`src/rtl/imem_loader_pkg.sv`:
```
// Shared definitions for the instruction-memory byte-stream loader:
// FSM state encoding, header/lane constants and the lane-enable decode.
package imem_loader_pkg;

  typedef enum logic [2:0] {
    ST_IDLE,
    ST_HDR,
    ST_CHECK,
    ST_DATA,
    ST_CSUM,
    ST_DONE,
    ST_ERR
  } state_e;

  localparam int unsigned HDR_BYTES = 4;
  localparam int unsigned NUM_LANES = 4;

  // One-hot write enable for the byte lane selected by the low address bits.
  function automatic logic [NUM_LANES-1:0] lane_onehot(input logic [1:0] lane);
    logic [NUM_LANES-1:0] oh;
    oh       = '0;
    oh[lane] = 1'b1;
    return oh;
  endfunction

endpackage

```
`src/rtl/imem_loader.sv`:
```
// Byte-stream program loader: takes a 4-byte little-endian word count
// followed by the payload and writes it, one byte per cycle, to the four
// byte-lane instruction memories.
// Optional: define IMEM_LOADER_CHECKSUM_EN to require a trailing XOR
// checksum byte covering header and payload.
module imem_loader
  import imem_loader_pkg::*;
#(
  parameter int unsigned MEM_WORDS = 512,
  parameter logic [31:0] BASE_ADDR = 32'h0000_0000
) (
  input  logic        clk,
  input  logic        rst_n,
  input  logic        start,
  input  logic        in_valid,
  input  logic [7:0]  in_data,
  output logic        in_ready,
  output logic [3:0]  imem_we,
  output logic [31:0] imem_wr_addr,
  output logic [7:0]  imem_wr_data,
  output logic        load_busy,
  output logic        load_done,
  output logic        load_err
);

  state_e      state_q, state_d;
  logic [1:0]  hdr_cnt_q, hdr_cnt_d;
  logic [31:0] wcount_q, wcount_d;
  logic [31:0] bcnt_q, bcnt_d;
  logic        in_ready_q, in_ready_d;
  logic [3:0]  we_q, we_d;
  logic [31:0] addr_q, addr_d;
  logic [7:0]  data_q, data_d;
  logic        busy_q, busy_d;
  logic        done_q, done_d;
  logic        err_q, err_d;
  logic        accept;
  logic        last_byte;
`ifdef IMEM_LOADER_CHECKSUM_EN
  logic [7:0]  csum_q, csum_d;
`endif

  assign accept    = in_valid && in_ready_q;
  assign last_byte = (bcnt_q == ({wcount_q[29:0], 2'b00} - 32'd1));

  // Next-state, header capture, payload write generation and status flags.
  // Status outputs are registered from the next state so they line up with
  // the state they describe.
  always_comb begin
    state_d   = state_q;
    hdr_cnt_d = hdr_cnt_q;
    wcount_d  = wcount_q;
    bcnt_d    = bcnt_q;
    we_d      = '0;
    addr_d    = addr_q;
    data_d    = data_q;
`ifdef IMEM_LOADER_CHECKSUM_EN
    csum_d    = csum_q;
`endif

    case (state_q)
      ST_IDLE, ST_DONE, ST_ERR: begin
        if (start) begin
          state_d   = ST_HDR;
          hdr_cnt_d = '0;
`ifdef IMEM_LOADER_CHECKSUM_EN
          csum_d    = '0;
`endif
        end
      end
      ST_HDR: begin
        if (accept) begin
          // Shift in from the top so the first byte lands in [7:0].
          wcount_d  = {in_data, wcount_q[31:8]};
          hdr_cnt_d = hdr_cnt_q + 2'd1;
`ifdef IMEM_LOADER_CHECKSUM_EN
          csum_d    = csum_q ^ in_data;
`endif
          if (hdr_cnt_q == 2'(HDR_BYTES - 1)) state_d = ST_CHECK;
        end
      end
      ST_CHECK: begin
        bcnt_d = '0;
        if (wcount_q == '0) begin
`ifdef IMEM_LOADER_CHECKSUM_EN
          state_d = ST_CSUM;
`else
          state_d = ST_DONE;
`endif
        end else if (wcount_q > MEM_WORDS) begin
          state_d = ST_ERR;
        end else begin
          state_d = ST_DATA;
        end
      end
      ST_DATA: begin
        if (accept) begin
          we_d   = lane_onehot(bcnt_q[1:0]);
          addr_d = BASE_ADDR + {bcnt_q[31:2], 2'b00};
          data_d = in_data;
          bcnt_d = bcnt_q + 32'd1;
`ifdef IMEM_LOADER_CHECKSUM_EN
          csum_d = csum_q ^ in_data;
          if (last_byte) state_d = ST_CSUM;
`else
          if (last_byte) state_d = ST_DONE;
`endif
        end
      end
`ifdef IMEM_LOADER_CHECKSUM_EN
      ST_CSUM: begin
        if (accept) begin
          state_d = ((csum_q ^ in_data) == 8'h00) ? ST_DONE : ST_ERR;
        end
      end
`endif
      default: state_d = ST_IDLE;
    endcase

`ifdef IMEM_LOADER_CHECKSUM_EN
    in_ready_d = (state_d == ST_HDR) || (state_d == ST_DATA) || (state_d == ST_CSUM);
`else
    in_ready_d = (state_d == ST_HDR) || (state_d == ST_DATA);
`endif
    busy_d = (state_d == ST_HDR) || (state_d == ST_CHECK) ||
             (state_d == ST_DATA) || (state_d == ST_CSUM);
    done_d = (state_d == ST_DONE);
    err_d  = (state_d == ST_ERR);
  end

  // State, counters and registered outputs.
  always_ff @(posedge clk or negedge rst_n) begin
    if (!rst_n) begin
      state_q    <= ST_IDLE;
      hdr_cnt_q  <= '0;
      wcount_q   <= '0;
      bcnt_q     <= '0;
      in_ready_q <= 1'b0;
      we_q       <= '0;
      addr_q     <= '0;
      data_q     <= '0;
      busy_q     <= 1'b0;
      done_q     <= 1'b0;
      err_q      <= 1'b0;
    end else begin
      state_q    <= state_d;
      hdr_cnt_q  <= hdr_cnt_d;
      wcount_q   <= wcount_d;
      bcnt_q     <= bcnt_d;
      in_ready_q <= in_ready_d;
      we_q       <= we_d;
      addr_q     <= addr_d;
      data_q     <= data_d;
      busy_q     <= busy_d;
      done_q     <= done_d;
      err_q      <= err_d;
    end
  end

`ifdef IMEM_LOADER_CHECKSUM_EN
  // Running XOR over header and payload bytes.
  always_ff @(posedge clk or negedge rst_n) begin
    if (!rst_n) csum_q <= '0;
    else        csum_q <= csum_d;
  end
`endif

  assign in_ready     = in_ready_q;
  assign imem_we      = we_q;
  assign imem_wr_addr = addr_q;
  assign imem_wr_data = data_q;
  assign load_busy    = busy_q;
  assign load_done    = done_q;
  assign load_err     = err_q;

endmodule

```
`config.mk`:
```
export PLATFORM = sky130hd
export DESIGN_NAME = imem_loader
export DESIGN_NICKNAME = d
export VERILOG_FILES = /design/src/rtl/imem_loader_pkg.sv /design/src/rtl/imem_loader.sv
export SDC_FILE = /design/constraint.sdc
export NUM_CORES = 1
export LEC_CHECK = 0
export CAP_MARGIN = 10
export CORE_UTILIZATION = 59
export CTS_BUF_LIST = sky130_fd_sc_hd__clkbuf_8
export DETAILED_ROUTE_END_ITERATION = 6
export GPL_TIMING_DRIVEN = 0
export PLACE_DENSITY = 0.93
export SLEW_MARGIN = 20
export SYNTH_ARGS = -nofsm -noshare
export SYNTH_HDL_FRONTEND = slang
export SYNTH_SLANG_ARGS = --single-unit
export TNS_END_PERCENT = 10
```
`constraint.sdc`:
```
create_clock -name clk -period 3.5 [get_ports clk]
set_input_delay 1.05 -clock clk [delete_from_list [all_inputs] [get_ports clk]]
set_output_delay 1.05 -clock clk [all_outputs]
set_load 0.05 [all_outputs]
```
# Word-level counts from Yosys, hierarchy flattened
# Cells that the tools add are included.
[totals]
word_cells = 65
reg_bits = 115
inputBits = 12
[op_classes]
n_addsub = 3
n_lt_le_gt_ge = 3
reduce_logical = 15
eq_ne = 16
n_mux = 17
[op_table]
columns = ["cell", "n"]
rows = [
  ["$pmux 32 s2", 1],
  ["$add 32x1->32 const B", 1],
  ["$eq 32x32->1", 1],
  ["$gt 32x10->1 const B", 1],
  ["$logic_not 32->1", 1],
  ["$mux 32", 1],
  ["$sub 32x1->32 const B", 1],
  ["$mux 3", 7],
  ["$eq 3x3->1 const B", 5],
  ["$eq 3x2->1 const B", 4],
  ["$pmux 3 s4", 1],
  ["$mux 4", 2],
  ["$eq 3x1->1 const B", 2],
  ["$ne 2x2->1 const B", 3],
  ["$reduce_and 2->1", 3],
  ["$logic_or 1x1->1", 4],
  ["$mux 2", 2],
  ["$pmux 2 s2", 1],
  ["$reduce_bool 2->1", 2],
  ["$logic_not 3->1", 1],
  ["$lt 2x3->1 const B", 1],
  ["$reduce_and 3->1", 1],
  ["$reduce_or 3->1", 1],
  ["$add 2x1->2 const B", 1],
  ["other kinds (5)", 6],
]

# Logic depth before layout (Yosys ltp)
[logic_depth]
word_depth = 9
depth_mapped = 10
ltp_nobuf = 9

# Worst setup path after synthesis
# Ideal clock, no wire load.
[synth_timing]
kind = "reg2reg"
start = "register wcount_q[0]"
end = "register done_q, in the netlist load_done"
required_time_ps = 3418
arrival_time_ps = 3095
slack_ps = 322
stages_incl_launch_ff = 11
setup_time_ps = 82
path_cell_list = "dfrtp_1 inv_1 ha_1 or4b_4 or4_1 buf_2 or3_1 o21ai_1 nand4_1 or4_1 o22ai_1"
[synth_between]
elab_chain_cells = 6
word_cells_on_any_way = 10
[synth_lines]
columns = ["element", "line", "text"]
rows = [
  ["from (decl)", "imem_loader.sv:28", "logic [31:0] wcount_q, wcount_d;"],
  ["from (signal assigned)", "imem_loader.sv:148", "wcount_q <= wcount_d;"],
  ["$sub 32x1->32", "imem_loader.sv:44", "assign last_byte = (bcnt_q == ({wcount_q[29:0], 2'b00} - 32'd1));"],
  ["$eq 32x32->1", "imem_loader.sv:44", ""],
  ["$mux 3", "imem_loader.sv:106", "if (last_byte) state_d = ST_DONE;"],
  ["$mux 3", "imem_loader.sv:97", "if (accept) begin"],
  ["$pmux 3 s4 *", "imem_loader.sv:61", "case (state_q)"],
  ["$eq 3x3->1 *", "imem_loader.sv:127", "done_d = (state_d == ST_DONE);"],
  ["net done_d", "imem_loader.sv:35", "logic done_q, done_d;"],
  ["to (signal assigned)", "imem_loader.sv:155", "done_q <= done_d;"],
  ["to (decl)", "imem_loader.sv:35", ""],
]
# Mark *: on every way through the listed nets, which the timed path passes. The rest lies on a longest branch.
# A chain may end at the register's enable or synchronous reset.

# Final worst setup path
[layout_timing]
start = "input port in_valid"
end = "register done_q, in the netlist load_done"
[layout_between]
elab_chain_cells = 4
word_cells_on_any_way = 5
[layout_lines]
columns = ["element", "line", "text"]
rows = [
  ["from (decl)", "imem_loader.sv:15", "input logic in_valid,"],
  ["$logic_and 1x1->1 *", "imem_loader.sv:43", "assign accept = in_valid && in_ready_q;"],
  ["$mux 3 (on tied branches)", "imem_loader.sv:97, imem_loader.sv:72", ""],
  ["$pmux 3 s4 *", "imem_loader.sv:61", ""],
  ["$eq 3x3->1 *", "imem_loader.sv:127", ""],
  ["net done_d", "imem_loader.sv:35", ""],
]
# Marks and branches as above.

==> flow_metrics.env <==
export IMPL_grt_busiest_layer="met2"
export IMPL_grt_max_degree=63
export IMPL_r2r_slack_ps=130
export IMPL_seq_power_share_pct=36.1
export IMPL_status="completed"
export IMPL_drt_initial_drc_count=339
export IMPL_ff2ff_path_depth=10
export IMPL_rsz0062_at_grt="false"
export IMPL_row_count=36
export IMPL_num_vias=4793
export IMPL_ys_warn_count=0
export IMPL_critPathLaunchType="input port"
export IMPL_wirelength_mm=14.3
export IMPL_clk_latency_ps=440
export IMPL_synth_edf_count=0
export IMPL_grt_use_total_pct=29.2
export IMPL_reg2reg_from="wcount_q[0]"
export IMPL_hold_viol_final=0
export IMPL_cts_sinks=115
export IMPL_ys_types=59
export IMPL_required_ps=3860
export IMPL_port_buffers=57
export IMPL_pwr_share_comb_pct=42.8
export IMPL_synth_cell_area_um2=5980
export IMPL_tightest_slew_ps=747
export IMPL_clk_pin_slew_ps=70
export IMPL_remaining_drc_errors=0
export IMPL_grt_use_met1_pct=36.9
export IMPL_min_period_over_period_pct=96.7
export IMPL_fin_skew_ps=9.62
export IMPL_grt_use_met3_pct=7.05
export IMPL_async_flop_share_pct=100
export IMPL_peakVddDrop_mv=0.438
export IMPL_die_width_um=103
export IMPL_max_freq_mhz=295
export IMPL_final_core_util_pct=73.7
export IMPL_grtUsageMet2_pct=47.4
export IMPL_p_int_mw=3.56
export IMPL_core_um2=9820
export IMPL_hold_depth=1
export IMPL_drv_slew=0
export IMPL_cts_tree="built"
export IMPL_netSwitchingPower_mw=2.52
export IMPL_holdCritPathClass="flip-flop to flip-flop"
export IMPL_critPathMaxFanout=7
export IMPL_ctsHoldBuffers=0
export IMPL_place_area_um2=6750
export IMPL_diodes=0
export IMPL_hpwlAfterDp_mm=10.1
export IMPL_ioPinCount=60
export IMPL_fill_cells=711
export IMPL_drive_gt1_share_pct=18.4
export IMPL_hold_start="imem_wr_data[3]"
export IMPL_die_h_um=103
export IMPL_power_total_mw=6.08
export IMPL_min_period_ps=3390
export IMPL_grt_pass1_vias=4750
export IMPL_worst_r2r_endpoint="load_done"
export IMPL_dieArea_um2=10500
export IMPL_wire_per_inst_um=18.0
export IMPL_syn_inst=567
export IMPL_hold_path_end="imem_wr_data[3]"
export IMPL_gp_congestion=0.926
export IMPL_power_leakage_nw=3.03
export IMPL_ys_seq_area_share_pct=48.1
export IMPL_ant_nets=0
export IMPL_viasPerCell=6.03
export IMPL_area_growth_pct=20.9
export IMPL_antenna_found_initial=0
export IMPL_grt_first_pass_wirelength_mm=23.1
export IMPL_end_kind="flip-flop"
export IMPL_ys_flop_type="dfrtp_1"
export IMPL_clk_path_buf_depth=2
export IMPL_pwr_share_clk_pct=21.1
export IMPL_setup_viol=0
export IMPL_arrival_ps=3750
export IMPL_dr_pass1_iters=5
export IMPL_power_share_switching_pct=41.5
export IMPL_syn_avg_cell_area_um2=10.5
export IMPL_design_area_um2=7230
export IMPL_htree_levels=4
export IMPL_relSlewSlack_pct=50.2
export IMPL_power_density_nw_per_um2=841
export IMPL_ys_ff_latch=115
export IMPL_initial_core_util_pct=60.9
export IMPL_cts_buffers=17
export IMPL_cap_violations=0
export IMPL_overflow=0
export IMPL_final_net_count=667
export IMPL_root_buffer="clkbuf_8"
export IMPL_criticalPathCategory="input port to flip-flop"
## cells by family after synthesis
kind of cell             Yosys count  share of synthesized area (%)
other                              1                         0.0627
XOR/XNOR                          60                           8.79
multiplexers                      72                           13.5
AND/OR/NAND/NOR                  203                           17.7
buffers and inverters             42                           2.91
AO/OA/AOI/OAI                     68                           7.59
flip-flops                       115                           48.1
adder cells (fa/ha/maj)            6                           1.26
## synthesized netlist by cell type (all sizes together) (2+ instances only)
cell	number	share of area [%]
and4	2	0.29
xor2	25	3.7
o211ai	2	0.25
dfrtp	115	48
o21ai	17	1.4
nor4b	2	0.29
o21bai	2	0.25
clkbuf	23	1.4
nor4	12	1.3
nand2	35	2.2
o31ai	3	0.38
a2bb2oi	2	0.29
nand2b	8	0.84
buf	5	0.59
and2	4	0.42
a311o	2	0.33
a21boi	3	0.38
nand4	9	0.94
a31oi	6	0.63
a21oi	13	1.1
xnor2	35	5.1
o22ai	4	0.42
nand3b	5	0.63
and3	7	0.73
ha	6	1.3
or4	12	1.5
nor2b	3	0.31
mux2	71	13
or3	12	1.3
inv	14	0.88
nor2	50	3.1
a2111o	2	0.38
nor3	16	1.4
nand3	21	1.8
## registers in the layout, summed over array words and instances, names as in the netlist
| signal | count |
|---|---|
| bcnt_q | 32 |
| hdr_cnt_q | 2 |
| imem_we | 4 |
| imem_wr_addr | 30 |
| imem_wr_data | 8 |
| in_ready | 1 |
| load_busy | 1 |
| load_done | 1 |
| load_err | 1 |
| state_q | 3 |
| wcount_q | 32 |
## placed cells by master, fill, tap and decap left out, types with 7 or more instances in the layout
master / n
dfrtp_1: 115
mux2_2: 70
clkdlybuf4s50_1: 56
nor2_1: 50
xnor2_1: 35
nand2_1: 35
xor2_1: 25
clkbuf_1: 23
nand3_1: 21
clkbuf_8: 18
o21ai_0: 15
nor3_1: 15
inv_1: 14
a21oi_1: 13
or3_1: 12
nor4_1: 11
or4_1: 10
nand4_1: 9
nand2b_1: 8
and3_1: 7
## worst max-delay path by stage
stage	startpoint	endpoint	slack [ps]	cells after the start
floorplan	wcount_q[0]	load_done	320	10
global placement	rst_n	imem_wr_addr[16]	-2740	1
detailed placement	in_valid	load_done	-660	7
CTS	wcount_q[1]	load_done	30	10
global route	wcount_q[0]	load_done	20	10
finish	in_valid	load_done	110	7
## through the flow
stage	setup slack [ps]	hold WS, ps	TNS [ps]	instances
global route	20.4	517	0	795
finish	115	503	0	795
CTS	28.5	508	0	792
floorplan	322	454	0	568
detailed placement	-655	494	-4030	759
global placement	-2740	470	-317430	758
## what timing repair did
| action | in CTS | in global routing |
|---|---|---|
| gates resized for setup | 6 | 3 |
| pin swaps | 0 | 3 |
| buffers inserted | 1 | 3 |
| endpoints found under the setup margin | 4 | 4 |
## area by class of cell
type	instances	area [um^2]	area share [%]
buffer	28	121	1.68
clock buffer	18	248	3.43
clock inverter	14	163	2.25
inverter	14	52.6	0.727
multi-input combinational	411	2980	41.1
sequential	115	2880	39.8
tap	133	166	2.30
timing repair buffer	62	629	8.70
## metal layers
layer | wire, um | part of all wire, % | vias to the layer above
met2 | 7120 | 50 | 168
met5 | 0 | 0 | -
met3 | 718 | 5.0 | 36
li1 | - | - | 2196
met1 | 6070 | 42 | 2393
met4 | 401 | 2.8 | 0
## power by group through the flow
stage | registers (mW) | logic (mW) | clock network, mW
floorplan | 2.51 | 1.43 | 0
global placement | 2.19 | 2.39 | 0
detailed placement | 2.21 | 2.48 | 0
CTS | 2.18 | 2.55 | 1.29
global route | 2.25 | 2.79 | 1.34
finish | 2.20 | 2.60 | 1.28
## worst max-delay path, cell delays in order
cell and delay (ps):
clkdlybuf4s50_1 530, nand2_1 170, or4_1 570, a2111oi_2 440, nand4_1 230, or4_4 580
o22ai_2 190
(Power assumes the default switching activity.)
